## src/rtl/eta_pkg.sv

```systemverilog
// Shared types and helpers for the locked error-tolerant type-II adder family.
package eta_pkg;

  typedef enum logic {
    ETA_APPROX = 1'b0,
    ETA_EXACT  = 1'b1
  } eta_mode_e;

  // Widest block the generic block-sum helper supports.
  localparam int unsigned BLK_MAX = 32;

  function automatic int unsigned nblk(input int unsigned width, input int unsigned blk);
    return width / blk;
  endfunction

  // Zero-extended block sum; callers slice the low BLK+1 bits for narrower blocks.
  function automatic logic [BLK_MAX:0] blk_carry(input logic [BLK_MAX-1:0] a,
                                                 input logic [BLK_MAX-1:0] b);
    return {1'b0, a} + {1'b0, b};
  endfunction

endpackage

```

## src/rtl/eta_block_add.sv

```systemverilog
// One BLK-bit block adder with carry-in; shared by the stage-1 local carries and stage-2 sums.
module eta_block_add #(
  parameter int unsigned BLK = 4
) (
  input  logic [BLK-1:0] a,
  input  logic [BLK-1:0] b,
  input  logic           cin,
  output logic [BLK-1:0] sum,
  output logic           cout
);

  assign {cout, sum} = {1'b0, a} + {1'b0, b} + {{BLK{1'b0}}, cin};

endmodule

```

## src/rtl/eta2_adder_pipe_locked.sv

```systemverilog
// Two-stage XOR-locked ETA-II adder with exact/approximate mode and valid/ready stream ports.
// Optional err_o output (approximate result differs from exact sum) under ETA_ERR_FLAG_EN.
module eta2_adder_pipe_locked
  import eta_pkg::*;
#(
  parameter int unsigned     WIDTH    = 32,
  parameter int unsigned     BLK      = 4,
  parameter int unsigned     KEY_W    = 2 * WIDTH,
  parameter logic [KEY_W-1:0] LOCK_KEY = KEY_W'(64'h5A21065A09A7176D)
) (
  input  logic             clk_i,
  input  logic             rst_ni,
  input  logic [KEY_W-1:0] key_i,
  input  logic             key_load_i,
  input  logic             mode_i,
  input  logic [WIDTH-1:0] add1_i,
  input  logic [WIDTH-1:0] add2_i,
  input  logic             valid_i,
  output logic             ready_o,
  output logic [WIDTH:0]   result_o,
  output logic             valid_o,
  input  logic             ready_i
`ifdef ETA_ERR_FLAG_EN
  ,
  output logic             err_o
`endif
);

  localparam int unsigned NBLK = nblk(WIDTH, BLK);

  if (WIDTH % BLK != 0) begin : g_bad_blk
    $error("eta2_adder_pipe_locked: WIDTH must be a multiple of BLK");
  end
  if (KEY_W != 2 * WIDTH) begin : g_bad_key
    $error("eta2_adder_pipe_locked: KEY_W must equal 2*WIDTH");
  end

  // Handshake: a beat moves across a boundary on a cycle where the sender's valid and
  // the receiver's ready are both high. Stage 2 advances when it is empty or ready_i is
  // high; stage 1 advances when empty or when stage 2 advances; ready_o mirrors stage-1
  // advance, so it depends combinationally on ready_i only. Held outputs stay stable.
  logic s1_valid;
  logic s2_adv;
  logic s1_adv;
  logic accept;

  assign s2_adv  = !valid_o || ready_i;
  assign s1_adv  = !s1_valid || s2_adv;
  assign ready_o = s1_adv;
  assign accept  = valid_i && ready_o;

  logic [KEY_W-1:0] key_q;
  logic [KEY_W-1:0] mask;
  logic [WIDTH-1:0] a_m;

  assign mask = key_q ^ LOCK_KEY;
  assign a_m  = add1_i ^ mask[WIDTH-1:0];

  always_ff @(posedge clk_i or negedge rst_ni) begin
    if (!rst_ni) begin
      key_q <= '0;
    end else if (key_load_i) begin
      key_q <= key_i;
    end
  end

  // Stage 1: local block carries from the masked operands, carry-in 0.
  logic [NBLK-1:0] g_w;

  for (genvar j = 0; j < NBLK; j++) begin : g_local
    eta_block_add #(.BLK(BLK)) u_gen (
      .a    (a_m[j*BLK +: BLK]),
      .b    (add2_i[j*BLK +: BLK]),
      .cin  (1'b0),
      .sum  (),
      .cout (g_w[j])
    );
  end

  logic [WIDTH-1:0] s1_a;
  logic [WIDTH-1:0] s1_b;
  logic [WIDTH-1:0] s1_mhi;
  logic [NBLK-1:0]  s1_g;
  eta_mode_e        s1_mode;

  always_ff @(posedge clk_i or negedge rst_ni) begin
    if (!rst_ni) begin
      s1_valid <= 1'b0;
      s1_a     <= '0;
      s1_b     <= '0;
      s1_mhi   <= '0;
      s1_g     <= '0;
      s1_mode  <= ETA_APPROX;
    end else if (s1_adv) begin
      s1_valid <= accept;
      if (accept) begin
        s1_a    <= a_m;
        s1_b    <= add2_i;
        s1_mhi  <= mask[KEY_W-1:WIDTH];
        s1_g    <= g_w;
        s1_mode <= eta_mode_e'(mode_i);
      end
    end
  end

  // Stage 2: exact mode ripples block carry-outs; approximate mode takes only the
  // neighbouring block's local carry, so no chain spans more than one boundary.
  logic [NBLK-1:0]  cin_w;
  logic [NBLK-1:0]  cout_w;
  logic [WIDTH-1:0] sum_w;
  logic [WIDTH:0]   raw_w;

  for (genvar j = 0; j < NBLK; j++) begin : g_sum
    if (j == 0) begin : g_first
      assign cin_w[j] = 1'b0;
    end else begin : g_rest
      assign cin_w[j] = (s1_mode == ETA_EXACT) ? cout_w[j-1] : s1_g[j-1];
    end
    eta_block_add #(.BLK(BLK)) u_add (
      .a    (s1_a[j*BLK +: BLK]),
      .b    (s1_b[j*BLK +: BLK]),
      .cin  (cin_w[j]),
      .sum  (sum_w[j*BLK +: BLK]),
      .cout (cout_w[j])
    );
  end

  assign raw_w = {cout_w[NBLK-1], sum_w};

  always_ff @(posedge clk_i or negedge rst_ni) begin
    if (!rst_ni) begin
      valid_o  <= 1'b0;
      result_o <= '0;
    end else if (s2_adv) begin
      valid_o <= s1_valid;
      if (s1_valid) begin
        result_o <= raw_w ^ {1'b0, s1_mhi};
      end
    end
  end

`ifdef ETA_ERR_FLAG_EN
  logic [WIDTH:0] exact_w;
  logic           err_d;

  assign exact_w = {1'b0, s1_a} + {1'b0, s1_b};
  assign err_d   = (s1_mode == ETA_APPROX) && (raw_w != exact_w);

  always_ff @(posedge clk_i or negedge rst_ni) begin
    if (!rst_ni) begin
      err_o <= 1'b0;
    end else if (s2_adv && s1_valid) begin
      err_o <= err_d;
    end
  end
`endif

endmodule

```

## config.mk

```make
export PLATFORM = sky130hd
export DESIGN_NAME = eta2_adder_pipe_locked
export DESIGN_NICKNAME = d
export VERILOG_FILES = /design/src/rtl/eta_pkg.sv /design/src/rtl/eta_block_add.sv /design/src/rtl/eta2_adder_pipe_locked.sv
export SDC_FILE = /design/constraint.sdc
export NUM_CORES = 1
export LEC_CHECK = 0
export CAP_MARGIN = 20
export CORE_MARGIN = 3
export CORE_UTILIZATION = 35
export DETAILED_ROUTE_END_ITERATION = 16
export SKIP_LAST_GASP = 1
export SYNTH_ARGS = -nofsm -noshare
export SYNTH_HDL_FRONTEND = slang
export SYNTH_SLANG_ARGS = --single-unit
```

## constraint.sdc

```tcl
create_clock -name clk_i -period 13.03 [get_ports clk_i]
set_clock_uncertainty 0.05 [all_clocks]
set_input_delay 2.606 -clock clk_i [delete_from_list [all_inputs] [get_ports clk_i]]
set_output_delay 2.606 -clock clk_i [all_outputs]
set_load 0.01 [all_outputs]
```

==> summary.md <==
| Metric | Value |
|---|---|
| Final min period | `10.47 ns` |
| Status | `complete, no violations` |
| Worst path slowest cell | `fa_1` |
| Max-cap violations | `0` |
| IO buf count | `168` |
| Crit Path Category | `reg -> reg` |
| Netlist Area Pre-Place | `9764 µm²` |
| Largest net degree at the start of global routing | `121` |
| Synth Area in Compound Gates | `6.087%` |
| Final hold slack | `0.4082 ns` |
| Clk buf depth | `3` |
| Leakage | `0.005463 µW` |
| Seq cells post-synth | `203` |
| First-pass GRT wire length | `32.64 mm` |
| PwrDens | `172.5 nW/µm²` |
| CTS HTree Levels | `1` |
| Proportion of synthesized area in mux cells | `20.14%` |
| Final Hold Fails | `0` |
| Wire length per cell | `15.36 µm` |
| DRT antenna net count | `0` |
| Fmax | `95.54 MHz` |
| Max FO, Critical Path | `2` |
| Sw frac | `28.11%` |
| Met3 wire length | `949 µm` |
| Post-synthesis adder-cell area fraction | `8.970%` |
| Min-delay worst type | `reg -> reg` |
| Total design power | `2154 µW` |
| Chip Height | `173.0 µm` |
| Critical Path RT | `13.34 ns` |
| Commonest non-fill, non-tap cell in the layout | `dfrtp_1` |
| Core ar. | `27180 µm²` |
| Post-synthesis sequential area ratio | `52.02%` |
| Commonest non-fill, non-tap cells in the layout | `203 x dfrtp_1, 166 x clkdlybuf4s50_1, 84 x mux2_2` |
| DP Wirelength | `13.29 mm` |
| Logic pwr share | `30.5%` |
| Clk slew on worst S/H paths | `0.05 ns` |
| Via Count | `5740` |
| Setup-failing EPs final | `0` |
| Ports | `169` |
| Post-CTS Setup Bufs | `0` |
| Total GRT Usage | `13.12%` |
| Vias in the first global route | `6308` |
| Total grt overflow | `0` |
| Share of cells above drive strength 1 | `21.71%` |
| Die X | `173.0 µm` |
| Yosys warns | `0` |
| Post-Route WL | `19.37 mm` |
| GP Congestion | `0.7144` |
| Starting density of the core | `35.93%` |
| Worst-Margin Slew | `0.9379 ns` |
| Worst Path Arrival | `10.78 ns` |
| # rows | `60` |
| Synthesized Nets | `897` |
| ANT cells | `0` |
| Psw | `605.4 µW` |
| Cts repair resizes | `0` |
| CP max stage delay | `0.45 ns` |
| Met2 Wirelength | `9.024 mm` |
| Max-slew violations | `0` |
| Via density | `4.552` |
| Post-Synth XOR/XNOR Area | `7.176%` |
| Crit. End Element | `register` |
| Die ar. | `29940 µm²` |
| Fill cells | `2568` |
| Worst setup SP type | `register` |
| Syn-to-layout area delta | `27.86%` |
| DR top layer | `met4` |
| # hold bufs at CTS | `0` |
| Worst R2R Setup Slack | `2.56 ns` |
| Clk_lat worst skew | `0.51 ns` |
| CTS tree | `yes` |
| Nets | `1068` |
| P_int | `1549 µW` |
| Mapped Avg Cell Area | `13.91 µm²` |
| Fin Setup TNS | `0 ns` |
| Yosys cell types | `22` |
| Reg2Reg Depth | `40` |
| Cell count after synthesis | `702` |
| Seq pwr share | `39.6%` |
| RSZ-0062 raised after global routing | `false` |
| Clk sinks | `203` |
| Relative slew slack | `37.47%` |
| Iteration-0 DRC Markers | `219` |
| Simple-gate area share of the yosys netlist | `2.973%` |
| Hold Path Cell Cnt | `1` |
| Num CTS Buffers | `24` |
| Pre-Repair DR Iteration Count | `4` |
| Met1 WL | `9.023 mm` |
| VDD IR max | `0.00007984 V` |
| Clk pwr share | `29.9%` |
| Residual DRC | `0` |
| Clk Tree Root Cell | `clkbuf_16` |
| Tcrit/Tclk final | `80.33%` |
| Initial antenna violation count | `0` |
| Main combinational cell family by area after synthesis | `multiplexers` |
## state kept, by name, summed over array words and instances, names as in the netlist
register	flops
key_q	64
s1_b	32
valid_o	1
s1_mode	1
s1_valid	1
s1_a	32
result_o	33
s1_g	7
s1_mhi	32
## power by group through the flow
stage                     combinational [µW]  clock (µW)  sequential [µW]
final                                    657         644              853
after global placement                   662           0              861
after floorplan                          409           0              869
after global routing                     733         694              875
after CTS                                672         669              856
after detailed placement                 669           0              866
## critical path: cells and delay by family, from the launching register on
kind                     cells  cell delay, ns
flip-flops                   1            0.39
AO/OA/AOI/OAI               24            3.31
adder cells (fa/ha/maj)     16            6.59
## logic make-up (layout without fill, tap and decap cells)
family,after synthesis,in the layout
simple gates,69,69
compound gates,109,109
flops,203,203
buf+inv,28,215
fa+ha+maj,61,61
xor+xnor,80,80
mux,152,152
## metal layers
metal,track usage (%),vias to the layer above
met1,17.69,2803
met4,2.939,0
met2,21.63,114
met3,3.030,32
met5,0,-
li1,-,2791
## layout make-up
type	instances	area [µm²]	share of cell area, %
Tap cell	372	465.4	3.728
Timing Repair Buffer	173	1740	13.94
Clock buffer	40	721.9	5.783
Clock inverter	2	37.54	0.3007
Multi-Input combinational cell	471	4439	35.56
Sequential cell	203	5080	40.69
## synthesized netlist by cell type
master / count / area, µm²
dfrtp_1: 203 / 5080
mux2_2: 84 / 945.9
mux2_4: 68 / 1021
xnor2_1: 60 / 525.5
nand2_1: 57 / 214.0
o21ai_0: 52 / 260.3
ha_1: 46 / 575.6
a21oi_1: 30 / 150.1
xor2_1: 20 / 175.2
a21o_1: 16 / 120.1
buf_2: 15 / 75.07
fa_1: 15 / 300.3
a31oi_1: 7 / 43.79
buf_12: 7 / 140.1
nor2_1: 7 / 26.28
o21ai_1: 4 / 20.02
clkbuf_1: 3 / 11.26
nand2b_1: 3 / 18.77
buf_4: 2 / 15.01
buf_8: 1 / 15.01
nand2_4: 1 / 11.26
nand3b_4: 1 / 20.02
## worst paths after layout
| path | startpoint | endpoint |
|---|---|---|
| setup / recovery | s1_b[0] | result_o[32] |
| hold / removal | key_q[42] | s1_mhi[10] |
| setup reg to reg | s1_b[0] | result_o[32] |
| hold reg to reg | key_q[42] | s1_mhi[10] |
| max in group asynchronous | rst_ni | s1_b[0] |
| min in group asynchronous | rst_ni | key_q[18] |
## through the flow
| step | area, µm² | worst slack [ns] | utilization [%] | cells |
|---|---|---|---|---|
| 2_1_floorplan | 9764 | 3.299 | - | 702 |
| 3_3_place_gp | 11700 | 2.700 | 43.04 | 1218 |
| 3_5_place_dp | 11700 | 2.582 | 43.04 | 1218 |
| 4_1_cts | 12460 | 2.533 | 45.84 | 1260 |
| 5_1_grt | 12480 | 1.997 | 45.94 | 1261 |
| 6_report | 12480 | 2.563 | 45.94 | 1261 |
Power figures use the tool's default switching activity.
